[src/rtl/mem_arbiter.sv]
// -----------------------------------------------------------------------------
// mem_arbiter
//
// Two-requester arbiter in front of the single core memory interface. Port 0
// is the CPU, port 1 a second master (DMA, debug). In IDLE the arbiter picks a
// winner: a lone requester wins outright, and a simultaneous pair is broken by
// a round-robin pointer that favours the port not granted last (port 0 after
// reset). The winner's address/access/write data are registered onto the
// mem_* outputs and held stable until mem_ack. The ack is returned to the owner
// combinationally in the ack cycle. A transaction that sees no mem_ack for
// TIMEOUT busy cycles is aborted with a one-cycle req_err pulse to the owner.
//
// Parameters
//   XLEN      data width of one word
//   PLEN      physical address width
//   ACCESS_W  width of the access-type encoding (passed through opaquely)
//   TIMEOUT   busy cycles without mem_ack before abort; 0 disables the abort
//
// Ports
//   clock         single clock, rising edge
//   reset_n       asynchronous active-low reset
//   req_cycle     per-port request valid (bit i = port i)
//   req_paddr     per-port physical address
//   req_access    per-port access type
//   req_data_out  per-port write data
//   req_data_in   read line, broadcast to both ports (valid with req_ack)
//   req_ack       per-port completion pulse
//   req_err       per-port timeout abort pulse
//   grant         one-hot owner of the current transaction, 0 when IDLE
//   mem_cycle     downstream request valid
//   mem_paddr     downstream address
//   mem_access    downstream access type
//   mem_data_out  downstream write data
//   mem_data_in   downstream read line
//   mem_ack       downstream completion pulse
// -----------------------------------------------------------------------------
module mem_arbiter #(
  parameter int XLEN     = 32,
  parameter int PLEN     = 34,
  parameter int ACCESS_W = 4,
  parameter int TIMEOUT  = 1024
) (
  input  logic                     clock,
  input  logic                     reset_n,

  input  logic [1:0]               req_cycle,
  input  logic [1:0][PLEN-1:0]     req_paddr,
  input  logic [1:0][ACCESS_W-1:0] req_access,
  input  logic [1:0][XLEN-1:0]     req_data_out,
  output logic [4*XLEN-1:0]        req_data_in,
  output logic [1:0]               req_ack,
  output logic [1:0]               req_err,
  output logic [1:0]               grant,

  output logic                     mem_cycle,
  output logic [PLEN-1:0]          mem_paddr,
  output logic [ACCESS_W-1:0]      mem_access,
  output logic [XLEN-1:0]          mem_data_out,
  input  logic [4*XLEN-1:0]        mem_data_in,
  input  logic                     mem_ack
);

  // A disabled timeout still gets a 1-bit counter so every width stays legal.
  localparam int CNT_W = (TIMEOUT > 0) ? $clog2(TIMEOUT + 1) : 1;
  localparam logic [CNT_W-1:0] CNT_LAST = (TIMEOUT > 0) ? CNT_W'(TIMEOUT - 1) : '0;
  localparam logic [CNT_W-1:0] CNT_MAX  = '1;

  localparam logic [0:0] S_IDLE = 1'b0;
  localparam logic [0:0] S_BUSY = 1'b1;

  logic [0:0]       state;
  logic [CNT_W-1:0] cnt;
  logic             prio;      // port that wins a simultaneous request
  logic [1:0]       req_live;
  logic             win;
  logic             owner;
  logic             tmo_hit;

  // A port whose error pulse is showing still holds req_cycle for this one
  // cycle (it drops on the next edge); masking it keeps the aborted request
  // from being re-granted as if it were new.
  assign req_live = req_cycle & ~req_err;

  always_comb begin
    win = prio;
    case (req_live)
      2'b01:   win = 1'b0;
      2'b10:   win = 1'b1;
      default: win = prio;
    endcase
  end

  assign owner = grant[1];

  // Abort fires in the TIMEOUT-th busy cycle; an ack in that same cycle wins.
  assign tmo_hit = (TIMEOUT > 0) && (state == S_BUSY) && !mem_ack && (cnt == CNT_LAST);

  assign req_ack     = (state == S_BUSY && mem_ack) ? grant : 2'b00;
  assign req_data_in = mem_data_in;

  always_ff @(posedge clock or negedge reset_n) begin
    if (!reset_n) begin
      state        <= S_IDLE;
      grant        <= 2'b00;
      prio         <= 1'b0;
      cnt          <= '0;
      req_err      <= 2'b00;
      mem_cycle    <= 1'b0;
      mem_paddr    <= '0;
      mem_access   <= '0;
      mem_data_out <= '0;
    end else begin
      req_err <= 2'b00;
      case (state)
        S_IDLE: begin
          if (|req_live) begin
            state        <= S_BUSY;
            mem_cycle    <= 1'b1;
            grant        <= win ? 2'b10 : 2'b01;
            mem_paddr    <= req_paddr[win];
            mem_access   <= req_access[win];
            mem_data_out <= req_data_out[win];
            cnt          <= '0;
          end
        end
        S_BUSY: begin
          if (mem_ack || tmo_hit) begin
            state     <= S_IDLE;
            mem_cycle <= 1'b0;
            grant     <= 2'b00;
            prio      <= ~owner;
            cnt       <= '0;
            if (!mem_ack) begin
              req_err <= grant;
            end
          end else if (cnt != CNT_MAX) begin
            cnt <= cnt + CNT_W'(1);
          end
        end
        default: state <= S_IDLE;
      endcase
    end
  end

endmodule

[config.mk]
export PLATFORM = sky130hd
export DESIGN_NAME = mem_arbiter
export DESIGN_NICKNAME = d
export VERILOG_FILES = /design/src/rtl/mem_arbiter.sv
export SDC_FILE = /design/constraint.sdc
export NUM_CORES = 1
export LEC_CHECK = 0
export ABC_CLOCK_PERIOD_IN_PS = 4000
export CAP_MARGIN = 20
export CORE_AREA = 2 2 185 187
export DETAILED_ROUTE_END_ITERATION = 10
export DIE_AREA = 0 0 187 189
export PLACE_DENSITY_LB_ADDON = 0.3
export SLEW_MARGIN = 20
export SYNTH_ARGS = -nofsm -noshare
export SYNTH_HDL_FRONTEND = slang
export SYNTH_SLANG_ARGS = --single-unit
[constraint.sdc]
create_clock -name clock -period 4 [get_ports clock]
set_input_delay 0.4 -clock clock [delete_from_list [all_inputs] [get_ports clock]]
set_output_delay 0.4 -clock clock [all_outputs]
set_load 0.02 [all_outputs]
After elaboration in Yosys (flattened, before gate mapping):

Cells that the tools add are included.

* register bits: 88
* bits of input ports: 273
* output and inout bits: 205
* logic and storage cells: 57

* add/sub/neg operators: 1
* order comparisons: 1
* equality and inequality tests: 7
* muxes and demuxes: 25
* bitwise operators: 4
* reduce and logical (&&, ||, !) cells: 10

Operator list (number)
* $mux W34: 2
* $mux W32: 2
* $mux W11: 3
* $pmux W11 S2: 1
* $mux W2: 7
* $add A11 B1 Y11 const B: 1
* $eq A11 B10 Y1 const B: 1
* $ne A11 B11 Y1 const B: 1
* $mux W4: 2
* $reduce_and A2 Y1: 4
* $pmux W1 S2: 3
* $mux W1: 4
* $pmux W2 S2: 1
* $logic_and A1 B1 Y1: 3
* $ne A3 B1 Y1 const B: 1
* $and A2 B2 Y2: 1
* $eq A2 B1 Y1 const B: 1
* $eq A2 B2 Y1 const B: 1
* $lt A1 B2 Y1 const B: 1
* $ne A2 B1 Y1 const B: 1
* $ne A2 B2 Y1 const B: 1
* $not A1 Y1: 2
* $not A2 Y2: 1
* $reduce_or A2 Y1: 1
* 2 further kinds: 2

Depth between registers and ports, before layout:

Gate-level depths: netlist of run 1.

* depth after elaboration: 7
* depth in mapped cells: 8
* depth with buffers taken out: 7

Least setup slack after synthesis of run 1:

OpenSTA, ideal clock, no wires.

* kind: flip-flop to flip-flop
* start point: register req_err[0]
* end point: register mem_data_out[0]
* setup time: 0.133 ns
* arrival: 1.745 ns
* data required time: 3.867 ns
* path slack: 2.122 ns
* cell stages (with the launch flop): 8
* path buffers: 2
* period minus slack after synthesis: 1.878 ns
* cell sequence: dfrtp_1 > nand2b_1 > ha_1 > mux2_2 > buf_2 > buf_4 > mux2i_1 > o21ai_0

* longest elaborated chain between the ends: 6
* elaborated cells between the ends (all ways): 9
* those cells by class: eq/ne: 2; mux: 3; bitwise: 2; reduce/logical: 2

Ends and longest elaborated chain
* start: declaration: line 52 `output logic [1:0] req_err,`
* start signal: assignment: line 134 `req_err <= grant;`
* $not A2 Y2 *: line 82 `assign req_live = req_cycle & ~req_err;`
* $and A2 B2 Y2 *: line 82
* $eq A2 B2 Y1 / $eq A2 B1 Y1 (equally long branches): line 86 `case (req_live)`
* $pmux W1 S2: line 86
* $mux W32 (not written as such) (2 in series): line 122 `mem_data_out <= req_data_out[win];`
* end signal: assignment: line 122
* end: declaration: line 58 `output logic [XLEN-1:0] mem_data_out,`

Every way passes the cells marked *; elsewhere a longest branch is shown, timed or not. The select of a mux whose other input is x is not followed.
A chain may end at the register's enable or synchronous reset.

Worst setup path in the final report of run 1:

* start point: input req_cycle[0]
* end point: register mem_data_out[22]

* longest elaborated chain between the ends: 5
* elaborated cells between the ends (all ways): 8
* those cells by class: eq/ne: 2; mux: 3; bitwise: 1; reduce/logical: 2

Ends and longest elaborated chain
* start: declaration: line 46 `input logic [1:0] req_cycle,`
* $and A2 B2 Y2 *: line 82
* $eq A2 B2 Y1 / $eq A2 B1 Y1 (equally long branches): line 86
* $pmux W1 S2: line 86
* $mux W32 (not written as such) (2 in series): line 122

Marked as above.

==> impl_metrics.tcl, run 1 <==
set metrics [dict create \
    clkSinkCount 88 \
    drtIter0Drc 155 \
    cts_tree "built" \
    crit_type "in -> reg" \
    crit_slowest_cell "mux2_4" \
    drive_above_1_share 0.0465 \
    die_h_um 189 \
    cts_setup_buffers 0 \
    rows 67 \
    worstRegToRegCells 6 \
    fmax_ghz 0.435 \
    cp_top_family "multiplexers" \
    hold_class "in -> async" \
    worst_pin_slew_ps 802 \
    route.detailed.drc 0 \
    crit_cells 7 \
    fp.coreArea_um2 33300 \
    cts_buffers 9 \
    p_sw_uw 1570 \
    gr-total-overflow 0 \
    worstSetupStartpointType "input port" \
    power_frac_comb 0.450 \
    num_io_pins 478 \
    rsz0062_at_grt "false" \
    clkTransAtPathRegs_ps 70 \
    period_needed_ps 2300 \
    synth-main-ff-cell "dfrtp_1" \
    grt_first_pass_wirelength_um 24000 \
    h-tree-depth 3 \
    vias 3929 \
    grt_max_degree 72 \
    crit_path_end_kind "flip-flop" \
    finalNonFillerCells 1071 \
    p_leak_uw 0.00300 \
    synth_cell_type_count 43 \
    r2r_slack_ps 1730 \
    ys_seq_area_frac 0.423 \
    hold_buffers 0 \
    internal_power_uw 2790 \
    gr-usage-all-layers 0.0880 \
    clockPowerShare 0.227 \
    cp_cell_sequence "clkdlybuf4s50_1 > nand2b_1 > ha_1 > mux2_4 > buf_12 > mux2i_1 > o21ai_0" \
    hold_viol 0 \
    setup_viol 0 \
    finalCritPeriodShare 0.575 \
    cts_resized 0 \
    dieArea_um2 35300 \
    seqPwrFrac 0.323 \
    postRouteAntennaNets 0 \
    synthToLayoutAreaGrowth_pct 39.5 \
    ys_seq_elements 88 \
    totalWireLength_um 15500 \
    antenna_found_initial 0 \
    synth.net_count 815 \
    final_area_um2 7260 \
    cts-root-buf "clkbuf_16" \
    crit_fanout 28 \
    syn-mean-instance-area_um2 9.65 \
    yosysWarnings 0 \
    tns_ps 0 \
    via_per_inst 3.67 \
    antenna_cells 0 \
    critPathArrivalTime_ps 2520 \
    maxSlewViolCount 0 \
    hpwl_um 11500 \
    max_slew_margin 0.466 \
    drv_cap 0 \
    clock_skew_ps 7.97 \
    place_area_um2 6920 \
    first_pass_iters 4 \
    r2r_end "mem_data_out[22]$_DFFE_PN0P_" \
    clock_path_buffers 2 \
    cpPeakStageDelay_ps 630 \
    synth-edff-count 0 \
    grt_pass1_vias 4011 \
    cp.required_ps 4220 \
    p_sw_frac 0.360 \
    r2r-start "req_err[0]$_DFF_PN0_" \
    place.gp.congestion 0.775 \
    vdd_drop_max_v 0.000237 \
    syn_area_um2 5200 \
    power_density_nw_per_um2 600 \
    status "completed" \
    path_buf_inv 2 \
    num-nets-final 894 \
    clock_latency_ps 340 \
    placedCellCount 1055 \
    netlist_instances 539 \
    portBuffers 221 \
    synthArstFlopShare 1.00 \
    chipWidth_um 187 \
    start_util 0.156 \
    wl_per_cell_um 14.5 \
]
## layer usage
layer | vias to the layer above | GRT usage | part of all wire
met5 | - | 0 | 0
met1 | 1797 | 0.101 | 0.40
li1 | 1864 | - | -
met3 | 73 | 0.0356 | 0.087
met4 | 0 | 0.0577 | 0.053
met2 | 195 | 0.136 | 0.46
## power by group through the flow
stage | registers, uW | clock network (uW) | logic, uW
global placement | 1430 | 0 | 2000
CTS | 1420 | 1050 | 2020
detailed placement | 1430 | 0 | 2010
finish | 1410 | 989 | 1960
global route | 1460 | 1090 | 2130
floorplan | 1800 | 0 | 786
## how the worst max path moves through the flow
stage,end,startpoint
after global placement,mem_paddr[24]$_DFFE_PN0P_,req_cycle[0]
after global routing,mem_data_out[9]$_DFFE_PN0P_,req_err[0]$_DFF_PN0_
after detailed placement,mem_data_out[22]$_DFFE_PN0P_,req_cycle[0]
after CTS,mem_data_out[22]$_DFFE_PN0P_,req_err[0]$_DFF_PN0_
final,mem_data_out[22]$_DFFE_PN0P_,req_cycle[0]
after floorplan,mem_data_out[0]$_DFFE_PN0P_,req_err[0]$_DFF_PN0_
## state kept, by name, summed over array words and instances (netlist names)
signal / flops
cnt: 11
grant: 2
mem_access: 4
mem_cycle: 1
mem_data_out: 32
mem_paddr: 34
prio: 1
req_err: 2
state: 1
## cells by family (layout without fill, tap and decap cells)
logic type	after synthesis	after routing	synth area share
AO/OA/AOI/OAI	107	107	0.117
adder cells (fa/ha/maj)	3	3	0.00722
flip-flops	88	88	0.423
multiplexers	72	72	0.139
buffers and inverters	160	244	0.219
AND/OR/NAND/NOR	109	109	0.0945
## final cells by class
class	count	area [um^2]
Sequential cell	88	2200
Fill cell	3666	26000
Inverter	3	11.3
Timing Repair Buffer	225	2280
Clock buffer	11	233
Multi-Input combinational cell	291	1870
Clock inverter	5	105
Tap cell	448	561
## cells in the mapped netlist, drive strengths merged (5+ instances only)
cell type / count / share of area
a21oi: 8 / 0.0077
nand2: 79 / 0.057
buf: 149 / 0.21
clkbuf: 8 / 0.0058
nand2b: 5 / 0.0060
a31oi: 6 / 0.0072
mux2i: 70 / 0.13
dfrtp: 88 / 0.42
o21ai: 75 / 0.072
## through the flow
stage                util  worst slack [ps]  hold slack [ps]  total power, uW
global placement    0.208              1310              461             3430
CTS                 0.218              1680              165             4480
detailed placement  0.208              1290              469             3450
floorplan               -              2120              104             2590
finish              0.218              1700              137             4350
global route        0.218              1570              199             4680
## layout by cell type, fill, tap and decap left out, types with 2 or more instances in the layout
cell type,instances
buf_4,2
a31o_2,2
o21ai_0,74
a21o_1,2
buf_12,3
nand3_1,3
dfrtp_1,88
bufinv_16,3
and4_1,4
clkinvlp_4,2
clkbuf_1,2
clkbuf_16,9
and3_1,3
ha_1,3
nand2b_1,5
nor3_1,2
mux2i_1,70
nand2_1,78
clkdlybuf4s50_1,220
a31oi_1,6
a21oi_1,8
nand4_1,2
o31ai_1,2
nor2_1,3
inv_1,3
nor2b_1,4
Power figures use the tool's default switching activity.
==> run 2: changes to the inputs <==
--- a/config.mk
+++ b/config.mk
@@ -5,11 +5,11 @@
 export SDC_FILE = /design/constraint.sdc
 export NUM_CORES = 1
 export LEC_CHECK = 0
-export ABC_CLOCK_PERIOD_IN_PS = 4000
+export ABC_CLOCK_PERIOD_IN_PS = 2400
 export CAP_MARGIN = 20
-export CORE_AREA = 2 2 185 187
+export CORE_AREA = 2 2 188 190
 export DETAILED_ROUTE_END_ITERATION = 10
-export DIE_AREA = 0 0 187 189
+export DIE_AREA = 0 0 190 192
 export PLACE_DENSITY_LB_ADDON = 0.3
 export SLEW_MARGIN = 20
 export SYNTH_ARGS = -nofsm -noshare
==> constraint.sdc (replaced) <==
create_clock -name clock -period 2.4 [get_ports clock]
set_input_delay 0.24 -clock clock [delete_from_list [all_inputs] [get_ports clock]]
set_output_delay 0.24 -clock clock [all_outputs]
set_load 0.02 [all_outputs]
==> impl_metrics.tcl, run 2 (synthesis gave the netlist of run 1 again) <==
set metrics [dict create \
    gr-usage-all-layers 0.0854 \
    clock_latency_ps 370 \
    via_per_inst 3.62 \
    place_ws_ps 176 \
    largest_reg_flops 34 \
    drive_above_1_share 0.0660 \
    num-nets-final 907 \
    wl_per_cell_um 14.7 \
    first_pass_iters 4 \
    crit_path_end_kind "output pin" \
    setup_viol 0 \
    crit_end "req_ack[1]" \
    fp.coreArea_um2 34300 \
    cts-root-buf "clkbuf_16" \
    cp.required_ps 2160 \
    final_area_um2 7350 \
    chipWidth_um 190 \
    regMostFlops "mem_paddr" \
    place.gp.congestion 0.758 \
    hold_viol 0 \
    portBuffers 221 \
    gr-total-overflow 0 \
    path_buf_inv 1 \
    place_area_um2 7040 \
    route.detailed.drc 0 \
    clkSinkCount 88 \
    worst_pin_slew_ps 608 \
    hold_class "in -> async" \
    timing.final.ws_setup_ps 357 \
    max_slew_margin 0.595 \
    r2r_slack_ps 430 \
    dieArea_um2 36500 \
    tns_ps 0 \
    postRouteAntennaNets 0 \
    crit_cells 2 \
    rsz0062_at_grt "false" \
    p_total_uw 7170 \
    cts_resized 0 \
    hold_slack_ps 295 \
    power_density_nw_per_um2 975 \
    maxSlewViolCount 0 \
    hpwl_um 12000 \
    p_leak_uw 0.00306 \
    worstRegToRegCells 7 \
    reg.largest.list "mem_paddr: 34 flops, mem_data_out: 32 flops, cnt: 11 flops" \
    crit_fanout 15 \
    antenna_cells 0 \
    crit_type "reg -> out" \
    rows 68 \
    grt_first_pass_wirelength_um 23500 \
    antenna_found_initial 0 \
    crit_slowest_cell "dfrtp_1" \
    grt_pass1_vias 3929 \
    drv_cap 0 \
    cp_top_family "flip-flops" \
    totalWireLength_um 16000 \
    cts_tree "built" \
    r2r_end "mem_data_out[17]$_DFFE_PN0P_" \
    finalCritPeriodShare 0.851 \
    vias 3947 \
    period_needed_ps 2040 \
    startpoint "state$_DFF_PN0_" \
    clkTransAtPathRegs_ps 70 \
    final_common_cell "clkdlybuf4s50_1" \
    cp_cell_sequence "and3_1 > clkdlybuf4s50_1" \
    h-tree-depth 3 \
    cts_buffers 9 \
    clock_path_buffers 2 \
    die_h_um 192 \
    clock_skew_ps 8.10 \
    status "completed" \
    cpPeakStageDelay_ps 610 \
    critPathArrivalTime_ps 1800 \
    worstSetupStartpointType "flip-flop" \
    num_io_pins 478 \
    r2r-start "req_err[0]$_DFF_PN0_" \
    vdd_drop_max_v 0.000449 \
    fmax_ghz 0.489 \
    synthToLayoutAreaGrowth_pct 41.3 \
    start_util 0.152 \
    grt_max_degree 75 \
    final_cell_mix "clkdlybuf4s50_1 (220), dfrtp_1 (88), nand2_1 (78)" \
    drtIter0Drc 134 \
]
run 2: worst min path at each step:
stage,endpoint,startpoint,slack [ps],cells after the start
floorplan,cnt[0]$_DFFE_PN0P_,reset_n,-60,0
global placement,req_err[1]$_DFF_PN0_,reset_n,140,1
detailed placement,req_err[1]$_DFF_PN0_,reset_n,140,1
CTS,mem_paddr[10]$_DFFE_PN0P_,reset_n,270,2
global route,cnt[10]$_DFFE_PN0P_,reset_n,300,2
finish,req_err[1]$_DFF_PN0_,reset_n,290,2
run 2: where the power goes:
| group | internal [uW] | switching (uW) |
|---|---|---|
| logic | 1670 | 1680 |
| registers | 2030 | 318 |
| clock network | 812 | 660 |
run 2: per-stage QoR:
| stage | std cells | util |
|---|---|---|
| 2_1_floorplan | 539 | - |
| 3_3_place_gp | 1074 | 0.205 |
| 3_5_place_dp | 1074 | 0.205 |
| 4_1_cts | 1091 | 0.214 |
| 5_1_grt | 1091 | 0.214 |
| 6_report | 1091 | 0.214 |
run 2: cell type report:
class | count | area, um^2
Clock inverter | 6 | 67.6
Tap cell | 455 | 569
Fill cell | 3732 | 26900
Timing Repair Buffer | 238 | 2400
Multi-Input combinational cell | 291 | 1870
Clock buffer | 10 | 229
Inverter | 3 | 11.3
Sequential cell | 88 | 2200
run 2: metal layers:
layer	vias to the layer above	share of wire	GRT usage
met5	-	0	0
li1	1887	-	-
met3	69	0.12	0.0435
met1	1785	0.38	0.0929
met2	206	0.44	0.128
met4	0	0.054	0.0614
run 2: timing repair:
action,4_1_cts,5_1_grt
hold buffers,1,0
hold endpoints to repair,14,0
setup buffers,0,0
==> run 3: changes to the inputs <==
--- a/config.mk
+++ b/config.mk
@@ -15,3 +15,4 @@
 export SYNTH_ARGS = -nofsm -noshare
 export SYNTH_HDL_FRONTEND = slang
 export SYNTH_SLANG_ARGS = --single-unit
+export TNS_END_PERCENT = 30
==> results of run 3 <==
Final layout, timing and power as in run 2 (identical DEF).
